`config.mk`:
```
export PLATFORM = sky130hd
export DESIGN_NAME = sc_mul_accum_flat
export DESIGN_NICKNAME = d
export VERILOG_FILES = /design/src/rtl/sc_pkg.sv /design/src/rtl/sc_mul_accum_if.sv /design/src/rtl/sc_acc_add.sv /design/src/rtl/sc_mul_accum.sv /design/src/flat_wrapper.sv
export SDC_FILE = /design/constraint.sdc
export NUM_CORES = 1
export LEC_CHECK = 0
export ABC_AREA = 1
export CAP_MARGIN = 20
export CORE_MARGIN = 1.5
export CORE_UTILIZATION = 55
export CTS_BUF_LIST = sky130_fd_sc_hd__clkbuf_16
export CTS_CLUSTER_DIAMETER = 200
export DETAILED_ROUTE_END_ITERATION = 6
export GPL_TIMING_DRIVEN = 1
export PLACE_DENSITY = 0.8
export SYNTH_ARGS = -nofsm -noshare
export SYNTH_HDL_FRONTEND = slang
export SYNTH_SLANG_ARGS = --single-unit
```
`constraint.sdc`:
```
create_clock -name clk -period 2.2 [get_ports clk]
set_clock_uncertainty 0.2 [all_clocks]
set_input_delay 0.55 -clock clk [delete_from_list [all_inputs] [get_ports clk]]
set_output_delay 0.55 -clock clk [all_outputs]
set_load 0.005 [all_outputs]
```
`src/rtl/sc_pkg.sv`:
```
// Shared types and default widths for the stochastic multiplier datapath.
package sc_pkg;

  typedef enum logic {
    ST_ACCUM = 1'b0,
    ST_HOLD  = 1'b1
  } state_e;

  localparam int SC_PROD_WIDTH = 16;
  localparam int SC_ACC_WIDTH  = 24;

endpackage

```
`src/rtl/sc_mul_accum_if.sv`:
```
// Input product stream and output result stream of the accumulate stage.
interface sc_mul_accum_if
  import sc_pkg::*;
#(
  parameter int PROD_WIDTH = SC_PROD_WIDTH,
  parameter int ACC_WIDTH  = SC_ACC_WIDTH,
  parameter int CNT_WIDTH  = 5
);

  logic                  in_valid;
  logic                  in_ready;
  logic [PROD_WIDTH-1:0] in_product;
  logic                  in_last;
  logic                  out_valid;
  logic                  out_ready;
  logic [ACC_WIDTH-1:0]  out_sum;
  logic [CNT_WIDTH-1:0]  out_count;
  logic                  out_ovf;

  modport master (
    output in_valid, in_product, in_last, out_ready,
    input  in_ready, out_valid, out_sum, out_count, out_ovf
  );

  modport slave (
    input  in_valid, in_product, in_last, out_ready,
    output in_ready, out_valid, out_sum, out_count, out_ovf
  );

endinterface

```
`src/rtl/sc_acc_add.sv`:
```
// Accumulator adder with carry-out; clamps on carry when
// SC_MUL_ACCUM_SAT_EN is defined, otherwise wraps.
module sc_acc_add #(
  parameter int PROD_WIDTH = 16,
  parameter int ACC_WIDTH  = 24
) (
  input  logic [ACC_WIDTH-1:0]  acc_i,
  input  logic [PROD_WIDTH-1:0] prod_i,
  output logic [ACC_WIDTH-1:0]  sum_o,
  output logic                  carry_o
);

  logic [ACC_WIDTH:0] wide;

  always_comb begin
    wide    = {1'b0, acc_i} + (ACC_WIDTH+1)'(prod_i);
    carry_o = wide[ACC_WIDTH];
`ifdef SC_MUL_ACCUM_SAT_EN
    sum_o   = carry_o ? '1 : wide[ACC_WIDTH-1:0];
`else
    sum_o   = wide[ACC_WIDTH-1:0];
`endif
  end

endmodule

```
`src/rtl/sc_mul_accum.sv`:
```
// Burst dot-product accumulator behind the stochastic multiplier.
// Optional saturation: SC_MUL_ACCUM_SAT_EN.
module sc_mul_accum
  import sc_pkg::*;
#(
  parameter int PROD_WIDTH = SC_PROD_WIDTH,
  parameter int ACC_WIDTH  = SC_ACC_WIDTH,
  parameter int MAX_TERMS  = 16,
  parameter int CNT_WIDTH  = 5
) (
  input logic           clk,
  input logic           rst_n,
  sc_mul_accum_if.slave bus
);

  state_e               state_q, state_d;
  logic [ACC_WIDTH-1:0] acc_q, acc_d;
  logic [CNT_WIDTH-1:0] cnt_q, cnt_d;
  logic                 ovf_q, ovf_d;
  logic [ACC_WIDTH-1:0] sum_q, sum_d;
  logic [CNT_WIDTH-1:0] count_q, count_d;
  logic                 oovf_q, oovf_d;

  logic [ACC_WIDTH-1:0] add_sum;
  logic                 add_carry;
  logic [CNT_WIDTH-1:0] cnt_inc;
  logic                 ovf_nxt;

  sc_acc_add #(
    .PROD_WIDTH (PROD_WIDTH),
    .ACC_WIDTH  (ACC_WIDTH)
  ) u_add (
    .acc_i   (acc_q),
    .prod_i  (bus.in_product),
    .sum_o   (add_sum),
    .carry_o (add_carry)
  );

  always_comb begin
    state_d = state_q;
    acc_d   = acc_q;
    cnt_d   = cnt_q;
    ovf_d   = ovf_q;
    sum_d   = sum_q;
    count_d = count_q;
    oovf_d  = oovf_q;
    cnt_inc = cnt_q + 1'b1;
    ovf_nxt = ovf_q | add_carry;
    unique case (state_q)
      ST_ACCUM: begin
        if (bus.in_valid) begin
          acc_d = add_sum;
          cnt_d = cnt_inc;
          ovf_d = ovf_nxt;
          // in_last on the final allowed term is one burst end
          if (bus.in_last ||
              cnt_inc == CNT_WIDTH'(MAX_TERMS)) begin
            sum_d   = add_sum;
            count_d = cnt_inc;
            oovf_d  = ovf_nxt;
            acc_d   = '0;
            cnt_d   = '0;
            ovf_d   = 1'b0;
            state_d = ST_HOLD;
          end
        end
      end
      ST_HOLD: begin
        if (bus.out_ready) state_d = ST_ACCUM;
      end
      default: state_d = ST_ACCUM;
    endcase
  end

  always_ff @(posedge clk or negedge rst_n) begin
    if (!rst_n) begin
      state_q <= ST_ACCUM;
      acc_q   <= '0;
      cnt_q   <= '0;
      ovf_q   <= 1'b0;
      sum_q   <= '0;
      count_q <= '0;
      oovf_q  <= 1'b0;
    end else begin
      state_q <= state_d;
      acc_q   <= acc_d;
      cnt_q   <= cnt_d;
      ovf_q   <= ovf_d;
      sum_q   <= sum_d;
      count_q <= count_d;
      oovf_q  <= oovf_d;
    end
  end

  assign bus.in_ready  = (state_q == ST_ACCUM);
  assign bus.out_valid = (state_q == ST_HOLD);
  assign bus.out_sum   = sum_q;
  assign bus.out_count = count_q;
  assign bus.out_ovf   = oovf_q;

endmodule

```
`src/flat_wrapper.sv`:
```
// flat-port wrapper written by rule: the top's interface ports become plain ports
module sc_mul_accum_flat import sc_pkg::*;
#(
  parameter int PROD_WIDTH = SC_PROD_WIDTH,
  parameter int ACC_WIDTH  = SC_ACC_WIDTH,
  parameter int MAX_TERMS  = 16,
  parameter int CNT_WIDTH  = 5
)
  (clk, rst_n, bus_in_valid, bus_in_product, bus_in_last, bus_out_ready, bus_in_ready, bus_out_valid, bus_out_sum, bus_out_count, bus_out_ovf);
  sc_mul_accum_if #(.PROD_WIDTH(PROD_WIDTH), .ACC_WIDTH(ACC_WIDTH), .CNT_WIDTH(CNT_WIDTH)) bus_i ();
  input logic clk;
  input logic rst_n;
  input wire logic [$bits(bus_i.in_valid)-1:0] bus_in_valid;
  input wire logic [$bits(bus_i.in_product)-1:0] bus_in_product;
  input wire logic [$bits(bus_i.in_last)-1:0] bus_in_last;
  input wire logic [$bits(bus_i.out_ready)-1:0] bus_out_ready;
  output wire logic [$bits(bus_i.in_ready)-1:0] bus_in_ready;
  output wire logic [$bits(bus_i.out_valid)-1:0] bus_out_valid;
  output wire logic [$bits(bus_i.out_sum)-1:0] bus_out_sum;
  output wire logic [$bits(bus_i.out_count)-1:0] bus_out_count;
  output wire logic [$bits(bus_i.out_ovf)-1:0] bus_out_ovf;
  assign bus_i.in_valid = bus_in_valid;
  assign bus_i.in_product = bus_in_product;
  assign bus_i.in_last = bus_in_last;
  assign bus_i.out_ready = bus_out_ready;
  assign bus_in_ready = bus_i.in_ready;
  assign bus_out_valid = bus_i.out_valid;
  assign bus_out_sum = bus_i.out_sum;
  assign bus_out_count = bus_i.out_count;
  assign bus_out_ovf = bus_i.out_ovf;
  sc_mul_accum #(.PROD_WIDTH(PROD_WIDTH), .ACC_WIDTH(ACC_WIDTH), .MAX_TERMS(MAX_TERMS), .CNT_WIDTH(CNT_WIDTH)) u_core (.clk(clk), .rst_n(rst_n), .bus(bus_i));
endmodule
```
==> run_results.csv <==
group,metric,value,unit
run_status,status,"finished clean",
clock_tree,cts_tree,"yes",
setup_path,worstPathArrival,2240,ps
finish,multi_input_area,2380,µm²
finish,fillers,440,
yosys,synth_nets,600,
power_and_ir_drop,powerDensity,1170,nW/µm²
sta,worstMarginPinSlew,322,ps
clock_tree,clock-root-buffer,"clkbuf_16",
setup_path,rrSetupSlack,100,ps
sta,slew_violations,0,
clock_tree,clk_pin_slew,60,ps
power_and_ir_drop,ir_worst_vdd,787,µV
setup_path,crit_type,"input port to flip-flop",
global_route,grt_use_total,31.3,%
yosys,ys_types,27,
yosys,synthCells,560,
floorplan,die_area,7480,µm²
place,hpwl,7460,µm
drt,route.detailed.drc,0,
power_and_ir_drop,power,6.41,mW
setup_path,reg2reg_depth,11,
global_route,grt_pass1_wl,18000,µm
clock_tree,clockBufferDepth,2,
global_route,grt_pass1_vias,3900,
worst_hold_path,min_path_cells,2,
power_and_ir_drop,leakage,2.90,nW
sta,min_period,2190,ps
drt,drt-total-wl,11700,µm
sta,slew_headroom,78.6,%
setup_path,worstPathRequired,2250,ps
yosys,yosysSeqAreaShare,39.8,%
floorplan,io_pins,53,
sta,post-route-period-util,99.5,%
floorplan,coreArea,6760,µm²
yosys,avgSynthCellArea,6.85,µm²
drt,routedWlPerCell,16.0,µm
floorplan,die-width,86.5,µm
finish,insertedDiodeCount,0,
setup_path,cp_common_cell,"nand2_2",
global_route,antenna_found_initial,0,
finish,drive_above_1_share,22.0,%
drt,first_pass_iters,5,
drt,initialDrtViolationCount,385,
setup_path,path_max_fanout,6,
clock_tree,clock_latency,330,ps
global_route,grt_max_degree,39,
sta,finalHoldViolCount,0,
setup_path,path_cells,"clkdlybuf4s50_1 > ha_4 > nand2_1 > nand2_2 > nand2_2 > o21ai_4 > nand2_2 > nand2_2 > nand3_1 > a21oi_1",
place,gp_congestion,0.934,
finish,syn2layout_area_growth,42.6,%
setup_path,critPathSlowestCell,"clkdlybuf4s50_1",
drt,antenna_left,0,
place,port_buffers,52,
worst_hold_path,hp-class,"flip-flop to flip-flop",
floorplan,rows,30,
yosys,synth_warnings,0,
clock_tree,htree_levels,3,
sta,hold_ws,274,ps
drt,vias,4044,
clock_tree,cts_inserted_buffers,9,
floorplan,fp.dieH,86.5,µm
finish,register_area,1530,µm²
setup_path,critPathCaptureType,"flip-flop",
sta,rsz0062_at_grt,"true",
sta,max_freq,0.457,GHz
yosys,synth-seq-cells,61,
job,maxCapViolations,0,
setup_path,slowest_delay,450,ps
global_route,grt_overflow,0,
finish,finalNetCount,686,
sta,setup_violations,0,
yosys,synth_area,3840,µm²
clock_tree,cts.sinks,61,
floorplan,start_util,56.8,%
setup_path,cp-start-kind,"input port",
drt,vias_per_cell,5.53,
## layout make-up
class	instances	share of cell area (%)
clock buffers	9	4.12
flip-flops and latches	61	27.9
well taps	80	1.83
multi-input cells	410	43.6
clock inverters	7	1.81
repair buffers	86	15.4
inverters	78	5.40
## synth_stat cells
master    number  share of area (%)
nand2_1      246                 24
inv_1         77                7.5
dfrtp_1       61                 40
nand3_1       48                6.3
nor2_1        33                3.2
o21ai_0       24                3.1
ha_1          18                5.9
xor2_1        10                2.3
a21oi_1        8                1.0
nand4_1        6               0.98
nor3_1         4               0.52
buf_2          3               0.39
buf_4          3               0.59
buf_6          2               0.59
clkbuf_1       2               0.20
nand3_2        2               0.52
nand3b_1       2               0.39
xnor2_1        2               0.46
a21oi_2        1               0.23
clkbuf_2       1               0.13
fa_1           1               0.52
inv_4          1               0.16
nand2_2        1               0.16
o21ai_1        1               0.13
o21ai_2        1               0.23
o22ai_1        1               0.16
xor2_2         1               0.42
## per-layer routing
metal	global-route usage (%)	wire length (µm)	up-vias	share of wire (%)
li1	-	-	1904	-
met1	39.8	4750	1904	41
met2	52.6	5700	194	49
met3	5.81	878	42	7.5
met4	12.6	367	0	3.1
met5	0	0	-	0
## worst max-delay path, delay by kind of cell
family	cells	cell delay, ps
adders and majority gates	1	330
buffers and inverters	1	450
and+or+nand+nor	6	530
AOI/OAI and AO/OA	2	370
## repair_timing
item | 4_1_cts | 5_1_grt
hold buffers | 1 | 0
endpoints found under the hold margin | 8 | 0
gates resized for setup | 35 | 79
setup buffers | 1 | 1
endpoints found under the setup margin | 36 | 39
pin swaps | 13 | 30
## state kept, by name (all words and copies together) (netlist names)
signal	count
u_core.acc_q	24
u_core.bus.out_sum	24
u_core.bus.out_count	5
u_core.cnt_q	5
u_core.bus.out_ovf	1
u_core.bus.out_valid	1
u_core.ovf_q	1
## cells in the final DEF (no fill, tap or decap), drive strengths merged
cell type / n
nand2: 247
inv: 79
dfrtp: 61
nand3: 50
clkdlybuf4s50: 36
buf: 34
nor2: 33
o21ai: 26
ha: 18
dlymetal6s2s: 13
xor2: 11
clkbuf: 9
a21oi: 9
nand4: 6
nor3: 4
clkinv: 3
nand3b: 2
xnor2: 2
bufinv: 2
dlygate4sd2: 2
o22ai: 1
fa: 1
clkinvlp: 1
dlygate4sd3: 1
## per-stage QoR
step | cell area (µm²) | util (%) | TNS [ps] | cells | setup WS [ps]
after floorplan | 3840 | - | 0 | 560 | 20.1
after global placement | 4650 | 68.8 | -15950 | 712 | -423
after detailed placement | 4650 | 68.8 | -16990 | 712 | -458
after CTS | 5180 | 76.6 | 0 | 730 | 1.59
after global routing | 5470 | 81.0 | -256 | 731 | -43.0
final | 5470 | 81.0 | 0 | 731 | 10.6
## where the power goes
part | switching [mW] | leakage [nW] | internal (mW)
Clock | 0.539 | 0.156 | 0.996
Combinational | 1.74 | 1.94 | 1.43
Sequential | 0.271 | 0.804 | 1.43
## worst paths after layout
kind                                               startpoint                            endpoint
setup / recovery                            bus_in_product[2]            u_core.ovf_q$_DFFE_PN0P_
setup reg to reg                  u_core.acc_q[0]$_DFFE_PN0P_  u_core.bus.out_sum[12]$_DFFE_PN0P_
hold / removal             u_core.bus.out_sum[10]$_DFFE_PN0P_  u_core.bus.out_sum[10]$_DFFE_PN0P_
max in group asynchronous                               rst_n        u_core.acc_q[14]$_DFFE_PN0P_
hold reg to reg            u_core.bus.out_sum[10]$_DFFE_PN0P_  u_core.bus.out_sum[10]$_DFFE_PN0P_
min in group asynchronous                               rst_n         u_core.acc_q[2]$_DFFE_PN0P_
## cell families after synthesis
| logic type | count (synthesis) | share of synthesized area (%) |
|---|---|---|
| xor+xnor | 13 | 3.16 |
| simple gates | 342 | 36.1 |
| compound gates | 36 | 4.93 |
| flops | 61 | 39.8 |
| fa+ha+maj | 19 | 6.39 |
| buf+inv | 89 | 9.59 |
Note: power is estimated with default switching activity, not from simulation.
